**config.mk**
```make
export PLATFORM = sky130hd
export DESIGN_NAME = ser_port_gen2
export DESIGN_NICKNAME = d
export VERILOG_FILES = /design/src/rtl/ser_port_gen2.sv
export SDC_FILE = /design/constraint.sdc
export NUM_CORES = 1
export LEC_CHECK = 0
export BUFFER_PORTS_ARGS = -buffer_cell sky130_fd_sc_hd__buf_2
export CAP_MARGIN = 20
export CORE_MARGIN = 3
export CORE_UTILIZATION = 25
export CTS_CLUSTER_SIZE = 30
export DETAILED_ROUTE_END_ITERATION = 10
export GPL_TIMING_DRIVEN = 1
export HOLD_SLACK_MARGIN = 0.06
export PLACE_DENSITY = 0.48
export SYNTH_ARGS = -nofsm -noshare
export SYNTH_HDL_FRONTEND = slang
export SYNTH_SLANG_ARGS = --single-unit
export TNS_END_PERCENT = 20
```
**constraint.sdc**
```tcl
create_clock -name clk -period 4.5 [get_ports clk]
set_input_delay 0.45 -clock clk [delete_from_list [all_inputs] [get_ports clk]]
set_output_delay 0.45 -clock clk [all_outputs]
set_load 0.01 [all_outputs]
```
**src/rtl/ser_port_gen2.sv**
```systemverilog
// Parametrised serial port: shifts an SB register out on sout and in from sin,
// clocked by an internal divider (slow/fast) or by a synchronised external sck pin.
module ser_port_gen2 #(
  parameter int DATA_W    = 8,
  parameter int HALF_SLOW = 256,
  parameter int HALF_FAST = 8
) (
  input  logic              clk,
  input  logic              n_reset,
  input  logic              sb_write,
  input  logic [DATA_W-1:0] sb_wdata,
  output logic [DATA_W-1:0] sb_rdata,
  input  logic              sc_write,
  input  logic [7:0]        sc_wdata,
  output logic [7:0]        sc_rdata,
  input  logic              sck_in,
  output logic              sck_out,
  output logic              sck_dir,
  input  logic              sin,
  output logic              sout,
  output logic              int_serial
);

  // state   | meaning
  // ST_IDLE | no transfer; start bit reads 0, serial clock edges ignored
  // ST_BUSY | transfer in progress; start bit reads 1
  typedef enum logic {ST_IDLE, ST_BUSY} state_t;

  localparam int HALF_MAX = (HALF_SLOW > HALF_FAST) ? HALF_SLOW : HALF_FAST;
  localparam int CNT_W    = $clog2(DATA_W + 1);
  localparam int DIV_W    = $clog2(HALF_MAX + 1);

  localparam logic [CNT_W-1:0] CNT_LAST  = CNT_W'(DATA_W - 1);
  localparam logic [DIV_W-1:0] HALF_S_M1 = DIV_W'(HALF_SLOW - 1);
  localparam logic [DIV_W-1:0] HALF_F_M1 = DIV_W'(HALF_FAST - 1);

  state_t            state_q, state_d;
  logic [DATA_W-1:0] sb_q, sb_d;
  logic              lsb_first_q, lsb_first_d;
  logic              fast_q, fast_d;
  logic              int_clk_q, int_clk_d;
  logic [CNT_W-1:0]  cnt_q, cnt_d;
  logic [DIV_W-1:0]  div_q, div_d;
  logic              sck_out_q, sck_out_d;
  logic              sout_q, sout_d;
  logic              int_serial_q, int_serial_d;
  logic              sck_s1_q, sck_s1_d;
  logic              sck_s2_q, sck_s2_d;
  logic              sck_s3_q, sck_s3_d;
  logic              sin_s1_q, sin_s1_d;
  logic              sin_s2_q, sin_s2_d;

  logic              shift_ev;
  logic              out_ev;
  logic [DIV_W-1:0]  half_m1;
  logic              unused_sc_bits;

  assign unused_sc_bits = ^sc_wdata[6:3];

  always_comb begin
    state_d      = state_q;
    sb_d         = sb_q;
    lsb_first_d  = lsb_first_q;
    fast_d       = fast_q;
    int_clk_d    = int_clk_q;
    cnt_d        = cnt_q;
    div_d        = div_q;
    sck_out_d    = sck_out_q;
    sout_d       = sout_q;
    int_serial_d = 1'b0;
    sck_s1_d     = sck_in;
    sck_s2_d     = sck_s1_q;
    sck_s3_d     = sck_s2_q;
    sin_s1_d     = sin;
    sin_s2_d     = sin_s1_q;
    shift_ev     = 1'b0;
    out_ev       = 1'b0;
    half_m1      = fast_q ? HALF_F_M1 : HALF_S_M1;

    if (state_q == ST_BUSY) begin
      if (int_clk_q) begin
        // divider wraps every half period; sck_out phase decides fall vs rise
        if (div_q == half_m1) begin
          div_d = '0;
          if (sck_out_q) begin
            sck_out_d = 1'b0;
            out_ev    = 1'b1;
          end else begin
            sck_out_d = 1'b1;
            shift_ev  = 1'b1;
          end
        end else begin
          div_d = div_q + 1'b1;
        end
      end else begin
        shift_ev = sck_s2_q & ~sck_s3_q;
        out_ev   = ~sck_s2_q & sck_s3_q;
      end
    end

    if (out_ev) begin
      sout_d = lsb_first_q ? sb_q[0] : sb_q[DATA_W-1];
    end

    if (shift_ev) begin
      sb_d = lsb_first_q ? {sin_s2_q, sb_q[DATA_W-1:1]} : {sb_q[DATA_W-2:0], sin_s2_q};
      if (cnt_q == CNT_LAST) begin
        state_d      = ST_IDLE;
        cnt_d        = '0;
        int_serial_d = 1'b1;
      end else begin
        cnt_d = cnt_q + 1'b1;
      end
    end

    if (sb_write) begin
      sb_d = sb_wdata;
    end

    // SC write overrides any same-cycle completion: restart or abort, never an interrupt
    if (sc_write) begin
      state_d      = sc_wdata[7] ? ST_BUSY : ST_IDLE;
      lsb_first_d  = sc_wdata[2];
      fast_d       = sc_wdata[1];
      int_clk_d    = sc_wdata[0];
      cnt_d        = '0;
      div_d        = '0;
      sck_out_d    = 1'b1;
      int_serial_d = 1'b0;
    end
  end

  always_ff @(posedge clk or negedge n_reset) begin
    if (!n_reset) begin
      state_q      <= ST_IDLE;
      sb_q         <= '0;
      lsb_first_q  <= 1'b0;
      fast_q       <= 1'b0;
      int_clk_q    <= 1'b0;
      cnt_q        <= '0;
      div_q        <= '0;
      sck_out_q    <= 1'b1;
      sout_q       <= 1'b1;
      int_serial_q <= 1'b0;
      sck_s1_q     <= 1'b1;
      sck_s2_q     <= 1'b1;
      sck_s3_q     <= 1'b1;
      sin_s1_q     <= 1'b1;
      sin_s2_q     <= 1'b1;
    end else begin
      state_q      <= state_d;
      sb_q         <= sb_d;
      lsb_first_q  <= lsb_first_d;
      fast_q       <= fast_d;
      int_clk_q    <= int_clk_d;
      cnt_q        <= cnt_d;
      div_q        <= div_d;
      sck_out_q    <= sck_out_d;
      sout_q       <= sout_d;
      int_serial_q <= int_serial_d;
      sck_s1_q     <= sck_s1_d;
      sck_s2_q     <= sck_s2_d;
      sck_s3_q     <= sck_s3_d;
      sin_s1_q     <= sin_s1_d;
      sin_s2_q     <= sin_s2_d;
    end
  end

  assign sb_rdata   = sb_q;
  assign sc_rdata   = {state_q == ST_BUSY, 4'b1111, lsb_first_q, fast_q, int_clk_q};
  assign sck_out    = sck_out_q;
  assign sck_dir    = int_clk_q;
  assign sout       = sout_q;
  assign int_serial = int_serial_q;

endmodule
```
==> out/results.ini <==
[sta]
maxSlewViolCount = 0
setup_violations = 0
fin_crit_ns = 2.073
clock.fmax_mhz = 482.4
slew_headroom = 0.4954
finalCritPeriodShare = 0.4607
rsz0062_at_grt = false
tightest_slew_ns = 0.7568
tns_ns = 0
hold_viol_final = 0
finClkSkew_ns = 0.007572

[worst_setup_path]
worst-path-max-fanout = 12
slowest_stage = dfrtp_1
r2r-start = div_q[3]
reg2regPathDepth = 5
required_ns = 4.67
cp-end-kind = register
crit_arrival_ns = 2.24
crit_type = reg -> reg
reg2reg_slack_ns = 2.43
worstReg2RegEnd = cnt_q[3]
path_buf_inv = 0
startpoint_type = register
critPathMaxStageDelay_ns = 0.44
path_cells = nor4_1 -> and4b_1 -> o21a_1 -> o2111ai_1 -> mux2_1
crit_family = compound AO/OA/AOI/OAI gates

[clocking]
postCtsSetupRepairBufs = 0
cts_tree = done
clock-sinks = 33
max-clock-path-buffers = 2
clk_latency_ns = 0.29
ctsHoldBuffers = 0
cts-buffers-inserted = 5
ctsResizeCount = 0
htree_levels = 2
cts-root-buf = clkbuf_8
clkTransAtPathRegs_ns = 0.07

[logic_synthesis]
ys_types = 41
postSynthRegisterBits = 33
synth_cells = 172
netlist_area_sq_um = 1785
ys_warn_count = 0
yosysSeqAreaShare = 0.4674
synth_area_per_cell_sq_um = 10.38

[grt]
grt_max_degree = 34
grtUsageMet3 = 0.02667
antenna_found_initial = 0
busiest_layer = met2
track_usage = 0.1041
use_met1 = 0.1410
first_global_vias = 1354
grt_first_pass_wirelength_microns = 6913
use_met2 = 0.1557
gr-total-overflow = 0

[detailed_routing]
drtAntennaViolNets = 0
vias_per_cell = 4.563
vias = 1346
drt_wl_total_microns = 3962
drc_errors = 0
first_iter_violations = 72
wl_per_cell_microns = 13.43
dr.pass1.iters = 4

[placed_design]
hpwl_microns = 2742
routabilityCongestion = 0.7725
io_buffers = 33
placed_cells = 288

[run_status]
outcome = complete, no violations

[floorplan]
start_util = 0.2599
ios = 42
rows = 30
die_width_microns = 90.51
die_h_microns = 90.51
core_region_area_sq_um = 6869
die-area_sq_um = 8192

[hold_path]
hold_path_class = in -> async

[power]
ir_worst_vdd_mv = 0.08115
power_mw = 0.6568
powerDensity_nw_per_um2 = 314.5
p_leak_nw = 0.8837

[cells_and_area]
drive_gt1_frac = 0.3216
antennaDiodeCount = 0
nets = 223
nFillCells = 711
stdcell_count = 295
syn_to_final_growth_pct = 16.96

[flow_run]
maxCapViolations = 0

-- metal layers --
| layer | routed length, microns | share of wire | vias up |
|---|---|---|---|
| li1 | - | - | 664 |
| met4 | 44 | 0.011 | 0 |
| met5 | 0 | 0 | - |
| met3 | 156 | 0.039 | 4 |
| met2 | 1748 | 0.44 | 28 |
| met1 | 2012 | 0.51 | 650 |
-- registers in the layout, summed over array words and instances, names as in the netlist --
| register | count |
|---|---|
| sin_s2_q | 1 |
| sb_rdata | 8 |
| sck_s3_q | 1 |
| cnt_q | 4 |
| sin_s1_q | 1 |
| sck_out | 1 |
| div_q | 9 |
| fast_q | 1 |
| state_q | 1 |
| lsb_first_q | 1 |
| sout | 1 |
| sck_s1_q | 1 |
| sck_dir | 1 |
| sck_s2_q | 1 |
| int_serial | 1 |
-- cells in the final DEF (no fill, tap or decap), types with 2 or more instances in the layout --
cell / n
nor3_1: 12
o31ai_1: 9
o21ai_1: 5
xor2_1: 3
nand3_1: 4
a21oi_1: 3
nor2b_1: 12
mux2_2: 4
mux2_1: 3
clkbuf_8: 6
nor2_1: 13
dfrtp_1: 26
conb_1: 4
nand2_1: 16
o2111ai_1: 2
xnor2_1: 4
ha_1: 2
a221oi_2: 7
buf_2: 33
dfstp_2: 7
-- how the worst max path moves through the flow --
stage,start,cells past startpoint,end
detailed placement,div_q[3],5,cnt_q[3]
global placement,div_q[2],5,sb_rdata[3]
floorplan,sck_dir,4,sb_rdata[2]
finish,div_q[3],5,cnt_q[3]
global route,div_q[3],5,cnt_q[3]
CTS,div_q[3],5,cnt_q[3]
-- report_power, final --
group | internal [mW] | switching, mW
clock network | 0.121 | 0.107
registers | 0.319 | 0.0255
logic | 0.0380 | 0.0458
total | 0.478 | 0.178
-- through the flow --
stage                 util  setup WS, ns  hold slack [ns]  instance area, sq um
global placement    0.2898         2.186           0.3472                  1991
CTS                 0.3040         2.424           0.2546                  2088
detailed placement  0.2914         2.445           0.3481                  2002
global route        0.3040         2.195           0.2478                  2088
finish              0.3040         2.427           0.2287                  2088
floorplan                -         2.792           0.1544                  1797
-- final cells by class --
type	count	area (sq um)	area share
Multi-Input combinational cell	122	855.8	0.4098
Sequential cell	33	834.6	0.3996
Timing Repair Buffer	35	183.9	0.08808
Tap cell	96	120.1	0.05752
Clock buffer	7	86.33	0.04134
Inverter	2	7.507	0.003595
-- logic make-up after synthesis --
| logic type | share of synthesized area |
|---|---|
| muxes | 0.04415 |
| other | 0.002100 |
| AOI/OAI and AO/OA | 0.1654 |
| adders and majority gates | 0.01401 |
| and+or+nand+nor | 0.2095 |
| buffers and inverters | 0.06306 |
| xor gates and xnor gates | 0.03434 |
| DFF | 0.4674 |
-- cells in the mapped netlist --
| master | count | area share |
|---|---|---|
| o2111a_1 | 1 | 0.0063 |
| ha_1 | 2 | 0.014 |
| mux2_2 | 4 | 0.025 |
| nand3_1 | 4 | 0.011 |
| o21ai_1 | 5 | 0.014 |
| dfstp_2 | 7 | 0.10 |
| nand4_2 | 1 | 0.0070 |
| a221oi_2 | 7 | 0.059 |
| nor2b_1 | 12 | 0.042 |
| nor2_1 | 13 | 0.027 |
| a21boi_1 | 1 | 0.0042 |
| o31ai_1 | 9 | 0.038 |
| or4b_1 | 1 | 0.0056 |
| nand2_1 | 16 | 0.034 |
| nor4b_1 | 2 | 0.0098 |
| o211ai_1 | 1 | 0.0042 |
| nor3_1 | 12 | 0.034 |
| dfrtp_1 | 26 | 0.36 |
| clkbuf_1 | 6 | 0.013 |
| mux2_1 | 3 | 0.019 |
| a21oi_1 | 3 | 0.0084 |
| o21a_1 | 1 | 0.0042 |
| xnor2_1 | 4 | 0.020 |
| buf_4 | 10 | 0.042 |
| nor4_1 | 1 | 0.0035 |
| nor4b_4 | 1 | 0.013 |
| or2_1 | 1 | 0.0035 |
| inv_1 | 1 | 0.0021 |
| a31o_2 | 1 | 0.0049 |
| and4b_1 | 1 | 0.0056 |
| buf_1 | 2 | 0.0042 |
| a221oi_1 | 1 | 0.0049 |
| conb_1 | 1 | 0.0021 |
| or3b_1 | 1 | 0.0049 |
| o21ai_0 | 1 | 0.0028 |
| and2_1 | 1 | 0.0035 |
| nand4b_1 | 1 | 0.0049 |
| inv_2 | 1 | 0.0021 |
| o2111ai_1 | 2 | 0.0098 |
| a41oi_1 | 1 | 0.0049 |
| xor2_1 | 3 | 0.015 |
(Power assumes the default switching activity.)
